**src/rtl/cxd2545_subq_reader.sv**
```systemverilog
// Host-side CXD2545 SUBQ reader: on each SCOR edge it clocks CRCF plus an 80-bit Q frame out of SQSO.
// Optional BCD sanity check on ADR=1 frames is built when CXD2545_SUBQ_BCD_CHECK_EN is defined.
module cxd2545_subq_reader #(
    parameter int SQCK_HALF = 25,
    parameter int SETUP_CYC = 50,
    parameter int NBITS     = 80
) (
    input  logic             sys_clk,
    input  logic             reset_n,
    input  logic             enable,
    input  logic             scor,
    input  logic             sqso,
    output logic             sqck,
    output logic             busy,
    output logic             subq_valid,
    output logic [NBITS-1:0] subq_data,
    output logic             crcf,
    output logic [7:0]       overrun_cnt,
    output logic             bcd_err
);

    localparam int DMAX = (SETUP_CYC > SQCK_HALF) ? SETUP_CYC : SQCK_HALF;
    localparam int CW   = $clog2(DMAX + 1);
    localparam int BW   = $clog2(NBITS + 1);

    typedef enum logic [2:0] {IDLE, SETUP, LOW, HIGH, DONE} state_t;

    state_t           state;
    logic [2:0]       scor_sync;
    logic [2:0]       sqso_sync;
    logic             scor_prev;
    logic [CW-1:0]    dcnt;
    logic [BW-1:0]    bit_cnt;
    logic [NBITS-1:0] shift_reg;
    logic             crcf_shadow;

    logic          scor_edge;
    logic          sqso_s;
    logic [BW-1:0] bit_next;

    assign scor_edge = scor_sync[2] & ~scor_prev;
    assign sqso_s    = sqso_sync[2];
    assign bit_next  = bit_cnt + 1'b1;

`ifdef CXD2545_SUBQ_BCD_CHECK_EN
    // One flag per Q byte; byte 0 (CTRL/ADR) is never checked, byte 1 also accepts the 0xAA lead-out marker.
    logic [9:0] byte_bad;
    logic       bcd_bad;

    assign byte_bad[0] = 1'b0;
    genvar gi;
    generate
        for (gi = 1; gi < 10; gi++) begin : g_bcd
            logic [7:0] b;
            logic       nib_bad;
            assign b       = shift_reg[8*gi +: 8];
            assign nib_bad = (b[7:4] > 4'd9) || (b[3:0] > 4'd9);
            if (gi == 1) begin : g_track
                assign byte_bad[gi] = nib_bad && (b != 8'hAA);
            end else begin : g_other
                assign byte_bad[gi] = nib_bad;
            end
        end
    endgenerate
    assign bcd_bad = |byte_bad;
`else
    assign bcd_err = 1'b0;
`endif

    always_ff @(posedge sys_clk or negedge reset_n) begin
        if (!reset_n) begin
            state       <= IDLE;
            scor_sync   <= '0;
            sqso_sync   <= '0;
            scor_prev   <= 1'b0;
            dcnt        <= '0;
            bit_cnt     <= '0;
            shift_reg   <= '0;
            crcf_shadow <= 1'b0;
            sqck        <= 1'b1;
            busy        <= 1'b0;
            subq_valid  <= 1'b0;
            subq_data   <= '0;
            crcf        <= 1'b0;
            overrun_cnt <= '0;
`ifdef CXD2545_SUBQ_BCD_CHECK_EN
            bcd_err     <= 1'b0;
`endif
        end else begin
            scor_sync  <= {scor_sync[1:0], scor};
            sqso_sync  <= {sqso_sync[1:0], sqso};
            scor_prev  <= scor_sync[2];
            subq_valid <= 1'b0;

            // Any armed edge outside IDLE (including the DONE cycle) is an overrun, never a new read.
            if (scor_edge && enable && state != IDLE && overrun_cnt != 8'hFF)
                overrun_cnt <= overrun_cnt + 8'd1;

            case (state)
                IDLE: begin
                    if (scor_edge && enable) begin
                        state   <= SETUP;
                        dcnt    <= CW'(SETUP_CYC - 1);
                        bit_cnt <= '0;
                        busy    <= 1'b1;
                    end
                end
                SETUP: begin
                    if (dcnt == '0) begin
                        crcf_shadow <= sqso_s;
                        state       <= LOW;
                        sqck        <= 1'b0;
                        dcnt        <= CW'(SQCK_HALF - 1);
                    end else begin
                        dcnt <= dcnt - 1'b1;
                    end
                end
                LOW: begin
                    if (dcnt == '0) begin
                        state <= HIGH;
                        sqck  <= 1'b1;
                        dcnt  <= CW'(SQCK_HALF - 1);
                    end else begin
                        dcnt <= dcnt - 1'b1;
                    end
                end
                HIGH: begin
                    if (dcnt == '0) begin
                        shift_reg <= {sqso_s, shift_reg[NBITS-1:1]};
                        bit_cnt   <= bit_next;
                        if (bit_next == BW'(NBITS)) begin
                            state <= DONE;
                        end else begin
                            state <= LOW;
                            sqck  <= 1'b0;
                            dcnt  <= CW'(SQCK_HALF - 1);
                        end
                    end else begin
                        dcnt <= dcnt - 1'b1;
                    end
                end
                DONE: begin
                    subq_data  <= shift_reg;
                    crcf       <= crcf_shadow;
                    subq_valid <= 1'b1;
                    busy       <= 1'b0;
                    state      <= IDLE;
`ifdef CXD2545_SUBQ_BCD_CHECK_EN
                    bcd_err    <= (shift_reg[3:0] == 4'd1) && bcd_bad;
`endif
                end
                default: state <= IDLE;
            endcase
        end
    end

endmodule
```
**config.mk**
```make
export PLATFORM = sky130hd
export DESIGN_NAME = cxd2545_subq_reader
export DESIGN_NICKNAME = d
export VERILOG_FILES = /design/src/rtl/cxd2545_subq_reader.sv
export SDC_FILE = /design/constraint.sdc
export NUM_CORES = 1
export LEC_CHECK = 0
export CELL_PAD_IN_SITES_DETAIL_PLACEMENT = 1
export CELL_PAD_IN_SITES_GLOBAL_PLACEMENT = 1
export CORE_ASPECT_RATIO = 0.9
export CORE_MARGIN = 1.5
export CORE_UTILIZATION = 50
export DETAILED_ROUTE_END_ITERATION = 12
export PLACE_DENSITY_LB_ADDON = 0.1
export SYNTH_ARGS = -nofsm -noshare
export SYNTH_HDL_FRONTEND = slang
export SYNTH_SLANG_ARGS = --single-unit
```
**constraint.sdc**
```tcl
create_clock -name sys_clk -period 4.9 [get_ports sys_clk]
set_clock_uncertainty 0.2 [all_clocks]
set_input_delay 0.98 -clock sys_clk [delete_from_list [all_inputs] [get_ports sys_clk]]
set_output_delay 0.98 -clock sys_clk [all_outputs]
set_load 0.005 [all_outputs]
```
# Yosys cells after proc, flatten, opt, wreduce, memory -nomap -nowiden
# Index checks and enable logic that the tools add are counted.
# totals
word_cells	71
ff_bits	196
# classes
eq_ne	12
mux	22
add_sub_neg	3
reduce_logical	18
n_bitwise	2
# ops
cell	n
6-bit 2-to-1 mux	4
6-bit case mux with 3 select lines	1
3-bit 2-to-1 mux	5
7-bit 2-to-1 mux	2
7-bit case mux with 2 select lines	1
3-bit case mux with 4 select lines	1
2-bit != test, second input constant	5
3-bit nonzero test	3
8-bit by 1-bit adder with 8-bit output, second input constant	1
8-bit != test, second input constant	1
7-bit by 1-bit adder with 7-bit output, second input constant	1
7-bit == test, second input constant	1
3-bit by 2-bit == test with 1-bit output, second input constant	2
6-bit zero test	1
1-bit 2-to-1 mux	6
2-bit AND reduction	3
3-bit AND reduction	2
6-bit by 1-bit subtractor with 6-bit output, second input constant	1
5-bit AND reduction	1
4-bit AND reduction	1
2-bit nonzero test	2
3-bit by 1-bit == test with 1-bit output, second input constant	1
3-bit == test, second input constant	1
1-bit logical AND	3
7 further kinds	7

# Longest topological paths before layout
# Gate-level depths: netlist of the first run.
# depth
word_depth	5
mapped_depth	7
mapped_depth_nobuf	6

# Worst setup path before layout of the first run
# Ideal clock, no wire load.
# synth_timing
kind	in2reg
start	input enable
end	register overrun_cnt[1]
path_stages	3
setup_slack_ns	2.798
t_required_ns	4.575
arrival_ns	1.777
path_cell_list	and3b_1 -> o211ai_1 -> mux2_2
# synth_via
elab_chain_len	3
# synth_rtl
item	line_no	text
start, declared	10	input logic enable,
1-bit logical AND (3 in series)	96	if (scor_edge && enable && state != IDLE && overrun_cnt != 8'hFF)
end signal, assigned	97	overrun_cnt <= overrun_cnt + 8'd1;
end, declared	18	output logic [7:0] overrun_cnt,
# Every way passes these cells.
# A chain may end at the register's enable or synchronous reset.

# Final worst setup path of the first run
# layout_timing
start	register dcnt[1]
end	register dcnt[3]
# layout_via
elab_chain_len	3
# layout_rtl
item	line_no	text
start, declared	32	logic [CW-1:0] dcnt;
start signal, assigned	103	dcnt <= CW'(SETUP_CYC - 1);
start signal, assigned	113	dcnt <= CW'(SQCK_HALF - 1);
start signal, assigned	115	dcnt <= dcnt - 1'b1;
6-bit by 1-bit subtractor with 6-bit output / 6-bit zero test (equally long branches)	--	
6-bit 2-to-1 mux (tied with other cells)	128	if (dcnt == '0) begin
6-bit case mux with 3 select lines / 3-bit AND reduction (equally long branches)	--	
# Parallel ways exist; a longest one is shown, timed or not.

==> impl_results.rst, run 1 <==
.. list-table::
   :header-rows: 1

   * - Metric
     - Value
   * - Detail Placement HPWL
     - around 10000 um
   * - Period minus WS final
     - 3130 ps
   * - Die extent in x
     - about 130 um
   * - Final global-route overflow total
     - 0
   * - Start-to-end type of the worst setup path
     - reg2reg
   * - CP max stage cell
     - sky130_fd_sc_hd__nor2_8
   * - Maximum number of pins on one net before global-route repair
     - 93
   * - Final total negative setup slack
     - 0 ps
   * - Layout overhead on the synthesized area
     - 21.4%
   * - Site Rows
     - 42
   * - Post-synthesis cell type count
     - 45
   * - Drt initial violations
     - 148
   * - Setup bufs post-CTS
     - 0
   * - Data required time at the worst endpoint
     - about 5000 ps
   * - Mapped Nets
     - 509
   * - Top Ports
     - 98
   * - Die area
     - roughly 16000 um2
   * - Proportion of layout cells with a drive suffix above 1
     - 33.7%
   * - Synth Register Bits
     - 196
   * - Number of buffers created by CTS
     - 17
   * - Remaining number of nets flagged by the antenna check after routing
     - 0
   * - Via density per instance
     - 5.40
   * - Worst Tran Pin Value
     - 1160 ps
   * - Top post-synthesis cells by area
     - sky130_fd_sc_hd__dfrtp_1 (63%), sky130_fd_sc_hd__mux2_2 (24%), sky130_fd_sc_hd__buf_8 (1.4%), sky130_fd_sc_hd__xor2_1 (0.79%), sky130_fd_sc_hd__buf_2 (0.65%)
   * - Largest delay contributor family on the critical path
     - simple AND/OR/NAND/NOR gates
   * - Maximum clock frequency
     - 0.320 GHz
   * - Maximum root-to-sink buffer count
     - 2
   * - Number of enable-type register cells in the synthesized netlist
     - 0
   * - Uppermost metal layer occupied by signal nets
     - met4
   * - Synthesized-area fraction occupied by ao, oa, aoi and oai cells
     - 2.89%
   * - Met2 wirelength from detailed routing
     - 8370 um
   * - Number of buffers inserted for hold repair after clock tree synthesis
     - 0
   * - Worst hold-check slack
     - 151 ps
   * - Residual DRC
     - 0
   * - Portion of synthesized cell area occupied by the leading cell type
     - 63.3%
   * - Met3 WL post-DR
     - between 500 and 600 um
   * - Top cell type by total area after synthesis
     - sky130_fd_sc_hd__dfrtp_1
   * - Final period util
     - 63.9%
   * - # resized after CTS
     - 0
   * - Post-synth design cell area
     - 7710 um2
   * - Data arrival time of the critical path
     - roughly 3200 ps
   * - Leading cell type in the layout, fill and taps excluded
     - sky130_fd_sc_hd__dfrtp_1
   * - Wire length of the first global-routing pass
     - 26400 um
   * - Number of pins with negative max-slew slack in the final report
     - 0
   * - NumNets Final
     - between 600 and 700
   * - Power density over cell area
     - 384 nW/um2
   * - Number of buffers and inverters on the critical path
     - 2
   * - Share of the synthesized netlist area taken by xor and xnor gates
     - 0.908%
   * - Leading register cell type out of synthesis
     - sky130_fd_sc_hd__dfrtp_1
   * - Max_cap viols
     - 0
   * - Commonest non-fill, non-tap cells in the layout
     - sky130_fd_sc_hd__dfrtp_1 (195), sky130_fd_sc_hd__mux2_2 (163), sky130_fd_sc_hd__clkdlybuf4s50_1 (95)
   * - N_diodes
     - 0
   * - Initial core utilization
     - 51.9%
   * - Level count of the clock H-tree
     - 4
   * - Main combinational cell family by area after synthesis
     - multiplexers
   * - Hold/Removal Path Class
     - reg2reg
   * - Height of the die
     - 121 um
   * - Clock insertion delay at the later pin of the skew report
     - 430 ps
   * - Clock tree root buffer cell
     - sky130_fd_sc_hd__clkbuf_16
   * - Placer Congestion
     - 0.692
   * - Biggest cell delay along the critical path
     - 660 ps
   * - Area of the core region
     - roughly 15000 um2
   * - Via total after detailed routing
     - ~4400
   * - Setup repair after global routing missed its margin
     - no
   * - Slew Limit Headroom
     - 22.5%
   * - P_leak
     - 0.00450 uW
   * - Sort of element at the end of the critical path
     - flip-flop
   * - Routed length on met1
     - 6800 um
   * - Port buffer count
     - 96
   * - Fraction of the yosys area taken by sequential cells
     - 63.6%
   * - Routed wire length
     - 15900 um
   * - Maximum VDD drop
     - 0.276 mV
   * - Yosys warns
     - 0
   * - Startpoint types
     - flip-flop
   * - Worst-path clk slew
     - 70 ps
   * - Number of antenna violations at the first check in global routing
     - 0
   * - Post-synthesis async set-or-reset flop share
     - 100%
   * - Worst-path cell chain
     - inv_1 -> ha_1 -> nand4b_1 -> nor2_8 -> buf_4 -> and3_1 -> a2111oi_0
   * - Hold violation count in the final report
     - 0
   * - All-Layer GR Usage
     - 21.4%
   * - Mux share of post-synthesis cell area
     - 23.9%
   * - Post-Synth Simple-Gate Area
     - approximately 5%
   * - Post-synthesis cell count
     - 500
   * - WL per Instance
     - slightly below 20 um
   * - Adder-cell share of the synthesized area
     - less than 1%
   * - Crit Path Max Fanout
     - 40
   * - Final-report setup violation count
     - 0
   * - Number of global-route vias before repair
     - 4950
   * - Average size of a mapped cell
     - 15.4 um2
   * - Status
     - finished clean
   * - Clock sinks
     - 196
   * - Clock tree from TritonCTS
     - built
   * - Core Util, Final
     - 63.0%
   * - Number of iterations in the first detailed-routing pass
     - 4
==> Yosys cell counts (all sizes together) (2+ instances only) <==
cell,number
dfrtp,195
mux2,163
buf,20
nand2,12
nand3,10
inv,9
nor2,9
a21oi,8
nor3,8
xor2,7
a31oi,6
or3,5
ha,4
nand4,4
o21ai,4
and3,3
clkbuf,3
nand2b,3
nand3b,3
o211ai,3
a211oi,2
a311oi,2
==> routing by layer <==
| metal | track usage [%] | vias up |
|---|---|---|
| met1 | 26.6 | 2320 |
| met4 | 6.39 | 0 |
| met2 | 37.3 | 63 |
| met5 | 0 | - |
| met3 | 5.24 | 18 |
| li1 | - | 1959 |
==> cell families (layout without fill, tap and decap cells) <==
family                     Yosys count  in the layout
AOI/OAI and AO/OA                   31             31
muxes                              164            164
buffers and inverters               32            141
DFF                                196            196
and+or+nand+nor                     64             64
other                                1              1
adders and majority gates            4              4
xor gates and xnor gates             8              8
==> worst register-to-register path, delay by kind of cell, from the launching register on <==
kind | cells | cell delay, ps
AOI/OAI and AO/OA | 1 | 100
adders and majority gates | 1 | 390
buffers and inverters | 2 | 600
DFF | 1 | 390
and+or+nand+nor | 3 | 1310
==> through the flow <==
stage / cells / power (uW) / worst slack (ps) / area (um2)
2_1_floorplan: 500 / 2050 / 2800 / 7710
3_3_place_gp: 775 / 2170 / 1940 / 8770
3_5_place_dp: 775 / 2210 / 1780 / 8770
4_1_cts: 807 / 3630 / 1740 / 9370
5_1_grt: 807 / 3750 / 1510 / 9370
6_report: 807 / 3600 / 1770 / 9370
==> cell type report <==
class	instances	area (um2)
clock buffers	20	447
clock inverters	12	154
fillers	1371	5500
inverters	9	33.8
multi-input cells	272	2570
flip-flops and latches	196	4910
well taps	198	248
repair buffers	100	1010
==> path summary, 6_finish.rpt <==
check | start | to | slack, ps | cells after the start
hold reg to reg | scor_sync[0]$_DFF_PN0_ | scor_sync[1]$_DFF_PN0_ | 150 | 0
setup / recovery | dcnt[1]$_DFFE_PN0P_ | dcnt[3]$_DFFE_PN0P_ | 1770 | 7
max in group asynchronous | reset_n | subq_data[47]$_DFFE_PN0P_ | 3170 | 2
setup reg to reg | dcnt[1]$_DFFE_PN0P_ | dcnt[3]$_DFFE_PN0P_ | 1770 | 7
hold / removal | scor_sync[0]$_DFF_PN0_ | scor_sync[1]$_DFF_PN0_ | 150 | 0
min in group asynchronous | reset_n | overrun_cnt[5]$_DFFE_PN0P_ | 410 | 1
==> where the power goes <==
group / leakage (uW) / total, uW / switching [uW] / internal, uW
logic: 0.00154 / 363 / 203 / 160
clock network: 0.000286 / 1420 / 601 / 817
registers: 0.00267 / 1810 / 114 / 1700
Power figures use the tool's default switching activity.
==> run 2, diff against run 1 <==
CORE_UTILIZATION = 46   (was 50)
clock period = 3.2 ns   (was 4.9 ns; I/O delays follow)
==> impl_results.rst, run 2 (same netlist as run 1, synthesis figures left out) <==
.. list-table::
   :header-rows: 1

   * - Metric
     - Value
   * - FF-to-FF setup slack
     - 540 ps (-1230 ps)
   * - Setup bufs post-CTS
     - 0 (unchanged)
   * - Top Ports
     - 98 (unchanged)
   * - Clock tree from TritonCTS
     - built
   * - Proportion of layout cells with a drive suffix above 1
     - 34.4% (+0.76 points)
   * - Drt initial violations
     - 170 (+15%)
   * - Residual DRC
     - 3 (+3)
   * - Number of buffers inserted for hold repair after clock tree synthesis
     - 0 (unchanged)
   * - Setup repair after global routing missed its margin
     - no
   * - Area of the multi-input gates
     - 2570 um2 (unchanged)
   * - Via density per instance
     - 5.33 (-1.3%)
   * - N_diodes
     - 0 (unchanged)
   * - Commonest non-fill, non-tap cells in the layout
     - sky130_fd_sc_hd__dfrtp_1 (195), sky130_fd_sc_hd__mux2_2 (163), sky130_fd_sc_hd__clkdlybuf4s50_1 (95)
   * - Port buffer count
     - 96 (unchanged)
   * - Die area
     - 17600 um2 (+8.5%)
   * - Number of antenna violations at the first check in global routing
     - 0 (unchanged)
   * - Slew Limit Headroom
     - 51.8% (+29 points)
   * - Initial core utilization
     - 47.3% (-4.5 points)
   * - Period minus WS final
     - 2660 ps (-467 ps)
   * - Level count of the clock H-tree
     - 4 (unchanged)
   * - Detail Placement HPWL
     - 9620 um (-5.0%)
   * - WL per Instance
     - 18.1 um (-8.0%)
   * - Start-to-end type of the worst setup path
     - reg2reg
   * - Maximum number of pins on one net before global-route repair
     - 71 (-24%)
   * - Height of the die
     - 126 um (+4.2%)
   * - Violations in the final reports
     - design-rule violations
   * - Worst Tran Pin Value
     - 718 ps (-444 ps)
   * - Hold/Removal Path Class
     - in2async
   * - Routed wire length
     - 14900 um (-6.5%)
   * - Data required time at the worst endpoint
     - 3320 ps (-1660 ps)
   * - Max_cap viols
     - 0 (unchanged)
   * - Number of cells in the finished layout apart from fillers
     - 820 (+1.6%)
   * - # resized after CTS
     - 0 (unchanged)
   * - Number of iterations in the first detailed-routing pass
     - 8 (+4)
   * - Final-report setup violation count
     - 0 (unchanged)
   * - Sort of element at the end of the critical path
     - flip-flop
   * - Worst-path clk slew
     - 70 ps (about the same)
   * - Final total negative setup slack
     - 0 ps (unchanged)
   * - Clock sinks
     - 196 (unchanged)
   * - Clock insertion delay at the later pin of the skew report
     - 430 ps (about the same)
   * - Maximum VDD drop
     - 0.379 mV (+37%)
   * - Worst reg2reg path endpoint
     - shift_reg[10]$_DFFE_PN0P_
   * - Data arrival time of the critical path
     - 2780 ps (-430 ps)
   * - Placer Congestion
     - 0.844 (+22%)
   * - Die extent in x
     - 140 um (+4.2%)
   * - NumNets Final
     - 609 (+0.66%)
   * - Area of the core region
     - 16300 um2 (+9.6%)
   * - Number of pins with negative max-slew slack in the final report
     - 0 (unchanged)
   * - Startpoint types
     - flip-flop
   * - Number of buffers created by CTS
     - 17 (unchanged)
   * - Maximum clock frequency
     - 0.376 GHz (+18%)
   * - Leading cell type in the layout, fill and taps excluded
     - sky130_fd_sc_hd__dfrtp_1
   * - Clock tree root buffer cell
     - sky130_fd_sc_hd__clkbuf_16
   * - Maximum root-to-sink buffer count
     - 2 (unchanged)
   * - Via total after detailed routing
     - 4371 (+0.25%)
   * - Final period util
     - 83.2% (+19 points)
   * - Power density over cell area
     - 581 nW/um2 (+51%)
   * - RR Startpoint
     - dcnt[1]$_DFFE_PN0P_
   * - # placed instances
     - 788 (+1.7%)
   * - Layout overhead on the synthesized area
     - 22.4%
   * - Wire length of the first global-routing pass
     - 25400 um (-4.0%)
   * - Number of filler instances in the final layout
     - 1528 (+11%)
   * - Status
     - finished with violations
   * - P_leak
     - 0.00454 uW (+0.77%)
   * - Hold violation count in the final report
     - 0 (unchanged)
   * - Number of global-route vias before repair
     - 4754 (-4.0%)
   * - Final global-route overflow total
     - 0 (unchanged)
   * - Area taken by flip-flops and latches
     - 4910 um2 (unchanged)
   * - Crit Path Max Fanout
     - 40 (unchanged)
   * - Remaining number of nets flagged by the antenna check after routing
     - 0 (unchanged)
   * - All-Layer GR Usage
     - 18.5% (-2.9 points)
   * - R2R cell count
     - 6 (-1)
   * - Site Rows
     - 44 (+4.8%)
==> run 2: worst max path at each step <==
| stage | startpoint | end | depth (start not counted) |
|---|---|---|---|
| after global routing | dcnt[1]$_DFFE_PN0P_ | dcnt[3]$_DFFE_PN0P_ | 7 |
| after detailed placement | dcnt[1]$_DFFE_PN0P_ | shift_reg[15]$_DFFE_PN0P_ | 6 |
| after floorplan | dcnt[3]$_DFFE_PN0P_ | shift_reg[78]$_DFFE_PN0P_ | 4 |
| after CTS | dcnt[1]$_DFFE_PN0P_ | shift_reg[10]$_DFFE_PN0P_ | 6 |
| final | dcnt[1]$_DFFE_PN0P_ | shift_reg[10]$_DFFE_PN0P_ | 6 |
| after global placement | dcnt[1]$_DFFE_PN0P_ | shift_reg[11]$_DFFE_PN0P_ | 6 |
==> run 2: where the power goes <==
part	switching (uW)	internal (uW)	total [uW]
Clock	984	1140	2130
Sequential	184	2600	2790
Combinational	321	248	570
==> run 2: final cells by class <==
cell class / count / share of cell area [%]
tap: 207 / 2.74
timing repair buffer: 104 / 11.4
inverter: 9 / 0.358
clock buffer: 19 / 4.80
sequential: 196 / 51.9
clock inverter: 13 / 1.54
multi-input combinational: 272 / 27.2
==> run 2: worst max-delay path, stage by stage, from the launching register on <==
cell and delay, ps:
sky130_fd_sc_hd__dfrtp_1 380, sky130_fd_sc_hd__inv_1 120, sky130_fd_sc_hd__ha_1 420, sky130_fd_sc_hd__nand4b_1 360, sky130_fd_sc_hd__nor2_8 200, sky130_fd_sc_hd__buf_4 440, sky130_fd_sc_hd__mux2_2 410
==> run 2: through the flow <==
stage                     setup WS, ps  cell area (um2)  utilization, %  hold slack, ps  power, uW
after floorplan                   1110             7710               -             131       3140
after global placement             699             8850            54.3             136       3340
after detailed placement           564             8850            54.3             149       3390
after CTS                          522             9440            58.0            27.2       5540
after global routing               353             9440            58.0            32.1       5720
final                              538             9440            58.0            7.48       5480
==> run 2: routing by layer <==
layer | part of all wire, % | GRT usage [%] | routed length [um]
met1 | 44 | 23.8 | 6570
met5 | 0 | 0 | 0
met4 | 1.8 | 7.20 | 274
met3 | 4.7 | 5.32 | 696
met2 | 49 | 29.9 | 7330
